`src/rtl/uart_txrx.sv`:
```
// 8N1 UART core: an independent transmitter and receiver sharing one clock and
// one synchronous active-high reset. Each bit lasts CLKS_PER_BIT clock cycles.
// The two halves share no state, so full-duplex and loopback operation both work.

module uart_txrx #(
  parameter int unsigned CLKS_PER_BIT = 217
) (
  input  logic       i_CLK,
  input  logic       i_RESET,
  // Transmitter
  input  logic       i_tx_DATA_READY,
  input  logic [7:0] i_tx_DATA,
  output logic       o_tx_SERIAL,
  output logic       o_tx_BUSY,
  output logic       o_tx_DONE,
  // Receiver
  input  logic       i_RX_SERIAL,
  output logic [7:0] o_RX_DATA,
  output logic       o_DATA_READY
);

  localparam int unsigned CntW = $clog2(CLKS_PER_BIT);

  // Last cycle of a bit period, and the mid-point used to qualify a start bit
  localparam logic [CntW-1:0] CntBitEnd = CntW'(CLKS_PER_BIT - 1);
  localparam logic [CntW-1:0] CntHalf   = CntW'((CLKS_PER_BIT - 1) / 2);

  // ---------------------------------------------------------------------------
  // Transmitter
  // ---------------------------------------------------------------------------

  localparam logic [2:0] TxIdle  = 3'd0;
  localparam logic [2:0] TxStart = 3'd1;
  localparam logic [2:0] TxData  = 3'd2;
  localparam logic [2:0] TxStop  = 3'd3;
  localparam logic [2:0] TxDone  = 3'd4;

  logic [2:0]      tx_state_q, tx_state_d;
  logic [CntW-1:0] tx_cnt_q, tx_cnt_d;
  logic [2:0]      tx_idx_q, tx_idx_d;
  logic [7:0]      tx_byte_q, tx_byte_d;
  logic            tx_bit_end;

  assign tx_bit_end = (tx_cnt_q == CntBitEnd);

  // TX next state: request is only looked at in idle, the byte is latched there
  always_comb begin
    tx_state_d = tx_state_q;
    tx_cnt_d   = tx_cnt_q;
    tx_idx_d   = tx_idx_q;
    tx_byte_d  = tx_byte_q;
    case (tx_state_q)
      TxIdle: begin
        tx_cnt_d = '0;
        tx_idx_d = '0;
        if (i_tx_DATA_READY) begin
          tx_byte_d  = i_tx_DATA;
          tx_state_d = TxStart;
        end
      end
      TxStart: begin
        if (tx_bit_end) begin
          tx_cnt_d   = '0;
          tx_state_d = TxData;
        end else begin
          tx_cnt_d = tx_cnt_q + 1'b1;
        end
      end
      TxData: begin
        if (tx_bit_end) begin
          tx_cnt_d = '0;
          if (tx_idx_q == 3'd7) begin
            tx_state_d = TxStop;
          end else begin
            tx_idx_d = tx_idx_q + 1'b1;
          end
        end else begin
          tx_cnt_d = tx_cnt_q + 1'b1;
        end
      end
      TxStop: begin
        if (tx_bit_end) begin
          tx_cnt_d   = '0;
          tx_state_d = TxDone;
        end else begin
          tx_cnt_d = tx_cnt_q + 1'b1;
        end
      end
      TxDone: begin
        tx_state_d = TxIdle;
      end
      default: begin
        tx_state_d = TxIdle;
      end
    endcase
  end

  // TX state registers, synchronous reset aborts any frame
  always_ff @(posedge i_CLK) begin
    if (i_RESET) begin
      tx_state_q <= TxIdle;
      tx_cnt_q   <= '0;
      tx_idx_q   <= '0;
      tx_byte_q  <= '0;
    end else begin
      tx_state_q <= tx_state_d;
      tx_cnt_q   <= tx_cnt_d;
      tx_idx_q   <= tx_idx_d;
      tx_byte_q  <= tx_byte_d;
    end
  end

  // TX outputs decoded from the registered state, so they are glitch-free per cycle
  always_comb begin
    o_tx_SERIAL = 1'b1;
    o_tx_BUSY   = 1'b0;
    o_tx_DONE   = 1'b0;
    case (tx_state_q)
      TxStart: begin
        o_tx_SERIAL = 1'b0;
        o_tx_BUSY   = 1'b1;
      end
      TxData: begin
        o_tx_SERIAL = tx_byte_q[tx_idx_q];
        o_tx_BUSY   = 1'b1;
      end
      TxStop: begin
        o_tx_BUSY = 1'b1;
      end
      TxDone: begin
        o_tx_DONE = 1'b1;
      end
      default: begin
        o_tx_SERIAL = 1'b1;
      end
    endcase
  end

  // ---------------------------------------------------------------------------
  // Receiver
  // ---------------------------------------------------------------------------

  localparam logic [2:0] RxIdle    = 3'd0;
  localparam logic [2:0] RxStart   = 3'd1;
  localparam logic [2:0] RxData    = 3'd2;
  localparam logic [2:0] RxStop    = 3'd3;
  localparam logic [2:0] RxCleanup = 3'd4;

  logic            rx_meta_q, rx_sync_q;
  logic [2:0]      rx_state_q, rx_state_d;
  logic [CntW-1:0] rx_cnt_q, rx_cnt_d;
  logic [2:0]      rx_idx_q, rx_idx_d;
  logic [7:0]      rx_shift_q, rx_shift_d;
  logic [7:0]      rx_data_q, rx_data_d;
  logic            rx_valid_q, rx_valid_d;
  logic            rx_bit_end;

  assign rx_bit_end = (rx_cnt_q == CntBitEnd);

  // Two-flop synchroniser for the asynchronous line; resets to the idle level
  always_ff @(posedge i_CLK) begin
    if (i_RESET) begin
      rx_meta_q <= 1'b1;
      rx_sync_q <= 1'b1;
    end else begin
      rx_meta_q <= i_RX_SERIAL;
      rx_sync_q <= rx_meta_q;
    end
  end

  // RX next state: qualify start at half a bit, then sample each following bit centre
  always_comb begin
    rx_state_d = rx_state_q;
    rx_cnt_d   = rx_cnt_q;
    rx_idx_d   = rx_idx_q;
    rx_shift_d = rx_shift_q;
    rx_data_d  = rx_data_q;
    rx_valid_d = 1'b0;
    case (rx_state_q)
      RxIdle: begin
        rx_cnt_d = '0;
        rx_idx_d = '0;
        if (!rx_sync_q) begin
          rx_state_d = RxStart;
        end
      end
      RxStart: begin
        if (rx_cnt_q == CntHalf) begin
          rx_cnt_d = '0;
          // Line back high by mid start bit: treat as a glitch
          rx_state_d = rx_sync_q ? RxIdle : RxData;
        end else begin
          rx_cnt_d = rx_cnt_q + 1'b1;
        end
      end
      RxData: begin
        if (rx_bit_end) begin
          rx_cnt_d             = '0;
          rx_shift_d[rx_idx_q] = rx_sync_q;
          if (rx_idx_q == 3'd7) begin
            rx_state_d = RxStop;
          end else begin
            rx_idx_d = rx_idx_q + 1'b1;
          end
        end else begin
          rx_cnt_d = rx_cnt_q + 1'b1;
        end
      end
      RxStop: begin
        if (rx_bit_end) begin
          rx_cnt_d = '0;
          // Only a valid stop bit publishes the byte
          if (rx_sync_q) begin
            rx_data_d  = rx_shift_q;
            rx_valid_d = 1'b1;
          end
          rx_state_d = RxCleanup;
        end else begin
          rx_cnt_d = rx_cnt_q + 1'b1;
        end
      end
      RxCleanup: begin
        // A line stuck low after a framing error must not look like a new start bit
        if (rx_sync_q) begin
          rx_state_d = RxIdle;
        end
      end
      default: begin
        rx_state_d = RxIdle;
      end
    endcase
  end

  // RX state registers, synchronous reset clears the received byte and the strobe
  always_ff @(posedge i_CLK) begin
    if (i_RESET) begin
      rx_state_q <= RxIdle;
      rx_cnt_q   <= '0;
      rx_idx_q   <= '0;
      rx_shift_q <= '0;
      rx_data_q  <= '0;
      rx_valid_q <= 1'b0;
    end else begin
      rx_state_q <= rx_state_d;
      rx_cnt_q   <= rx_cnt_d;
      rx_idx_q   <= rx_idx_d;
      rx_shift_q <= rx_shift_d;
      rx_data_q  <= rx_data_d;
      rx_valid_q <= rx_valid_d;
    end
  end

  assign o_RX_DATA    = rx_data_q;
  assign o_DATA_READY = rx_valid_q;

endmodule

```
`config.mk`:
```
export PLATFORM = sky130hd
export DESIGN_NAME = uart_txrx
export DESIGN_NICKNAME = d
export VERILOG_FILES = /design/src/rtl/uart_txrx.sv
export SDC_FILE = /design/constraint.sdc
export NUM_CORES = 1
export LEC_CHECK = 0
export ABC_AREA = 1
export BUFFER_PORTS_ARGS = -buffer_cell sky130_fd_sc_hd__buf_2
export CAP_MARGIN = 0
export CORE_MARGIN = 2
export CORE_UTILIZATION = 38
export CTS_CLUSTER_SIZE = 24
export DETAILED_ROUTE_END_ITERATION = 8
export HOLD_SLACK_MARGIN = 0.12
export PLACE_DENSITY_LB_ADDON = 0.1
export SLEW_MARGIN = 20
export SYNTH_ARGS = -nofsm -noshare
export SYNTH_HDL_FRONTEND = slang
export SYNTH_SLANG_ARGS = --single-unit
```
`constraint.sdc`:
```
create_clock -name i_CLK -period 1.82 [get_ports i_CLK]
set_input_delay 0.273 -clock i_CLK [delete_from_list [all_inputs] [get_ports i_CLK]]
set_output_delay 0.273 -clock i_CLK [all_outputs]
set_load 0.01 [all_outputs]
```
## Yosys cells after proc, flatten, opt, wreduce, memory -nomap -nowiden

Index checks and enable logic that the tools add are counted.

- Latch bits: 0
- Memories kept: 0
- Input bits: 12
- RAM bits: 0
- Logic and storage cells: 98
- Bits in read-only memories: 0
- Output and inout bits: 12
- Flip-flop bits (word level): 55

- Order comparisons: 3
- Div/mod/pow operators: 0
- Shift-type cells: 0
- Bitwise gates (word level): 2
- Add/sub/neg operators: 4
- Reductions and logical operators: 17
- Multiplexer cells: 34
- Equal/unequal tests: 26
- Multipliers: 0

Operator list:

| operator | count |
|---|---|
| 2-to-1 mux 3 bit | 15 |
| inequality test 2 bit, second input constant | 13 |
| 2-to-1 mux 8 bit | 3 |
| one-hot mux 8 bit (3 select lines) | 1 |
| adder 8 x 1 -> 8 bit, second input constant | 2 |
| equality test 8 bit, second input constant | 2 |
| one-hot mux 8 bit (2 select lines) | 1 |
| one-hot mux 3 bit (5 select lines) | 1 |
| equality test 3 x 2 -> 1 bit, second input constant | 4 |
| equality test 3 bit, second input constant | 4 |
| one-hot mux 3 bit (2 select lines) | 2 |
| one-hot mux 3 bit (4 select lines) | 1 |
| AND reduction 3 bit | 3 |
| bitwise mux 8 bit | 1 |
| equality test 8 x 7 -> 1 bit, second input constant | 1 |
| less-than comparator 3 x 4 -> 1 bit, second input constant | 2 |
| adder 3 x 1 -> 3 bit, second input constant | 2 |
| equality test 3 x 1 -> 1 bit, second input constant | 2 |
| logical NOT 3 bit | 2 |
| AND reduction 6 bit | 1 |
| nonzero test 2 bit | 3 |
| OR reduction 3 bit | 2 |
| 2-to-1 mux 1 bit | 5 |
| AND reduction 5 bit | 1 |
| other kinds (10) | 12 |

## Longest topological paths before layout

- Depth in word-level cells: 5
- Gate-level depth with buffers: 11
- Mapped depth without buffers: 11

## Worst setup path after synthesis

Ideal clock, no wire load.

- Path type: reg2reg
- Start point: register rx_idx_q[0]
- End point: register rx_idx_q[0]
- Path buffers: 0
- Arrival: 1.228 ns
- Required time: 1.688 ns
- Setup time: 0.132 ns
- Period minus slack after synthesis: 1.359 ns
- Cell stages (with the launch flop): 9
- Path slack: 0.461 ns
- Cell sequence: dfxtp_1 -> ha_1 -> ha_1 -> inv_1 -> nand3_1 -> nor2_1 -> inv_1 -> nand3_1 -> a21oi_2

- Word-level cells in the longest chain between the ends: 4
- Elaborated cells between the ends (all ways): 7
- Classes of those cells: add/sub: 1; eq/ne: 2; mux: 3; reduce/logical: 1

Ends and longest elaborated chain:

| what | line | RTL |
|---|---|---|
| from (decl) | 152 | `logic [2:0] rx_idx_q, rx_idx_d;` |
| from (signal assigned) | 246 | `rx_idx_q <= rx_idx_d;` |
| adder 3 x 1 -> 3 bit | 203 | `rx_idx_d = rx_idx_q + 1'b1;` |
| 2-to-1 mux 3 bit | 200 | `if (rx_idx_q == 3'd7) begin` |
| 2-to-1 mux 3 bit | 197 | `if (rx_bit_end) begin` |
| one-hot mux 3 bit (2 select lines) | 179 | `case (rx_state_q)` |

Several ways; a longest one is shown, not always the timed one. The select of a mux whose other input is x is not followed.
A chain may end at the register's enable or synchronous reset.

## Worst setup path in the final report

- Start point: register tx_idx_q[0]
- End point: output o_tx_SERIAL

- Word-level cells in the longest chain between the ends: 3

Ends and longest elaborated chain:

| what | line | RTL |
|---|---|---|
| from (decl) | 40 | `logic [2:0] tx_idx_q, tx_idx_d;` |
| from (signal assigned) | 108 | `tx_idx_q <= tx_idx_d;` |
| binary-select mux 1 bit (select 3 bit) | 124 | `o_tx_SERIAL = tx_byte_q[tx_idx_q];` |
| 2-to-1 mux 1 bit (implied by the code) | 124 |  |
| one-hot mux 1 bit (2 select lines) | 118 | `case (tx_state_q)` |
| to (decl) | 13 | `output logic o_tx_SERIAL,` |

No other way between the ends. The select of a mux whose other input is x is not followed.

==> flow_summary_export.csv <==
group,metric,value,unit
global_routing,grt_overflow_total,0,
critical_path,r2r.worst_path.cells,8,
detailed_routing,drt_iter0_drc,74,
layout,area_growth,11.2,%
floorplan,rows,30,
pwr,power.internal,2020,µW
place,placed_area,2920,µm²
logic_synthesis,synth_cell_type_count,32,
critical_path,path_max_fanout,11,
detailed_routing,wl_per_cell,10.9,µm
critical_path,endpoint_kind,"output pin",
logic_synthesis,synth-edff-count,0,
logic_synthesis,yosysSeqAreaShare,40.5,%
layout,final_common_cell,"nand2_1",
sta,final-setup-viol-count,0,
critical_path,startpoint_type,"register",
pwr,p_per_area,1060,nW/µm²
cts,postCtsSetupRepairBufs,0,
detailed_routing,via_per_inst,4.62,
layout,seqCellArea,1100,µm²
floorplan,io_pins,24,
cts,insertion_delay,310,ps
critical_path,path_class,"reg -> out",
logic_synthesis,ys.flop_type,"dfxtp_1",
critical_path,cp.arrival,1320,ps
sta,max_freq,0.626,GHz
sta,final.period_utilization,87.7,%
place,place_congestion,0.810,
logic_synthesis,synth_top_family_by_area,"simple AND/OR/NAND/NOR gates",
pwr,combPwrFrac,31.5,%
cts,cts_root_buf,"clkbuf_8",
logic_synthesis,synthesis.nets,400,
pwr,switchingPower,1190,µW
detailed_routing,drc,0,
detailed_routing,wirelength,5500,µm
hold_path,min_path_cells,2,
floorplan,dieArea,7840,µm²
floorplan,start_util,39.6,%
logic_synthesis,yosysTopAreaCellShare,40.5,%
sta,relSlewSlack,66.1,%
logic_synthesis,netlist_area,2720,µm²
global_routing,grt_usage,14.6,%
global_routing,grt_max_degree,23,
layout,multiInputGateArea,1370,µm²
logic_synthesis,synthSimpleGateAreaFrac,32.9,%
cts,clk_path_buf_depth,2,
layout,diodes,0,
sta,worst_slack,223,ps
cts,htree_levels,2,
sta,skew,9.91,ps
logic_synthesis,muxShareOfSynthArea,0,%
logic_synthesis,synthXorXnorAreaFrac,1.29,%
pwr,p_clk_share,23.3,%
layout,nFillCells,756,
global_routing,grt_pass1_wl,9240,µm
pwr,swShare,37.0,%
detailed_routing,num_vias,2324,
sta,slew_violations,0,
place,hpwl,3920,µm
pwr,seqPwrFrac,45.2,%
detailed_routing,ant_nets,0,
logic_synthesis,syn_avg_cell_area,7.15,µm²
layout,layout_common_cells,"nand2_1 (84), nor2_1 (59), dfxtp_1 (53)",
detailed_routing,dr.pass1.iters,4,
sta,worst_pin_slew,508,ps
logic_synthesis,synth_warnings,0,
cts,cts_tree,"done",
pwr,peakVddDrop,0.000472,V
sta,setup_tns,0,ps
floorplan,die_w,88.6,µm
logic_synthesis,synth-seq-cells,55,
floorplan,fp.coreArea,6870,µm²
layout,layout.nets,426,
job,drv_cap,0,
sta,hold_viol_final,0,
logic_synthesis,synth_area_leader_cell,"dfxtp_1",
sta,rsz0062_at_grt,"false",
critical_path,required,1550,ps
outcome,status,"finished clean",
place,io_buffer_count,23,
hold_path,hold_path.class,"in -> reg",
pwr,p_leak,0.00131,µW
layout,final_layout_size_suffix_gt1_share,16.0,%
layout,finalInstanceArea,3020,µm²
cts,cts_buffers,5,
logic_synthesis,synthAdderAreaFrac,3.68,%
cts,cts.clk_slew.worst_paths,100,ps
logic_synthesis,netlist_instances,380,
place,dpl_worst_slack,251,ps
logic_synthesis,synth_area_leaders,"dfxtp_1 (41%), nand2_1 (12%), nor2_1 (8.1%)",
logic_synthesis,async_flop_share,0,%
floorplan,die_y,88.6,µm
logic_synthesis,synth_compound_area_share,12.7,%
global_routing,grt_pass1_vias,2076,
global_routing,grt_antenna_before_repair,0,
sta,period_minus_slack,1600,ps
cts,clkSinkCount,55,
-- registers in the layout, summed over array words and instances (netlist names), 3 cells and up --
register    cells
rx_shift_q      8
o_RX_DATA       8
tx_byte_q       8
tx_idx_q        3
rx_state_q      3
rx_cnt_q        8
tx_state_q      3
tx_cnt_q        8
rx_idx_q        3
-- power groups by stage --
stage               clock network, µW  registers [µW]  logic (µW)
finish                            748            1450        1010
global route                      821            1470        1170
CTS                               781            1450        1020
detailed placement                  0            1480        1020
global placement                    0            1480        1010
floorplan                           0            1450         810
-- timing repair --
action                                  CTS  global route
hold buffers                              0             0
endpoints found under the setup margin    0             1
gates resized for setup                   0             2
endpoints found under the hold margin     0             0
-- final timing paths --
check                                start                        to  slack, ps
hold reg to reg       rx_meta_q$_SDFF_PP1_      rx_sync_q$_SDFF_PP1_        420
hold / removal                 i_RX_SERIAL      rx_meta_q$_SDFF_PP1_        140
setup / recovery  tx_idx_q[0]$_SDFFE_PP0P_               o_tx_SERIAL        220
setup reg to reg  rx_idx_q[0]$_SDFFE_PP0P_  rx_idx_q[1]$_SDFFE_PP0P_        270
-- synth_stat cells (3+ instances only) --
| cell type | n |
|---|---|
| nand3_2 | 4 |
| xor2_1 | 4 |
| ha_1 | 8 |
| o21ai_0 | 26 |
| inv_1 | 43 |
| nand2_2 | 6 |
| dfxtp_1 | 55 |
| nor2_4 | 3 |
| clkbuf_1 | 4 |
| nand2_1 | 84 |
| buf_6 | 3 |
| nor3_1 | 6 |
| nor2_2 | 3 |
| a21oi_1 | 32 |
| nand3_1 | 20 |
| nor2_1 | 59 |
-- cell type report --
type                            count  area share (%)
Inverter                           44            5.46
Timing Repair Buffer               29            5.30
Clock buffer                        8            3.31
Sequential cell                    55            36.5
Tap cell                           96            3.97
Multi-Input combinational cell    271            45.4
-- worst max-delay path, stage by stage (launching register included) --
cell     delay, ps
dfxtp_2        380
a21oi_1        140
o21ai_0         90
nand2_1         80
nor2_1          40
o21ai_0        140
buf_2          150
-- layer usage --
layer,part of all wire (%),routed length (µm),GRT usage (%)
met5,0,0,0
met2,44,2430,23.9
met3,2.6,145,3.08
met1,52,2840,19.5
met4,1.5,82,4.55
-- stage by stage --
step | total power [µW] | utilization [%] | hold WS [ps] | cells
after floorplan | 2260 | - | 377 | 380
after global placement | 2490 | 42.5 | 397 | 495
after detailed placement | 2500 | 42.5 | 399 | 495
after CTS | 3260 | 44.0 | 136 | 503
after global routing | 3460 | 44.0 | 127 | 503
final | 3210 | 44.0 | 140 | 503
-- cells by family after synthesis --
kind of cell,Yosys count
AOI/OAI and AO/OA,65
DFF,55
xor gates and xnor gates,4
adders and majority gates,8
buffers and inverters,54
and+or+nand+nor,194
Note: power is estimated with default switching activity, not from simulation.
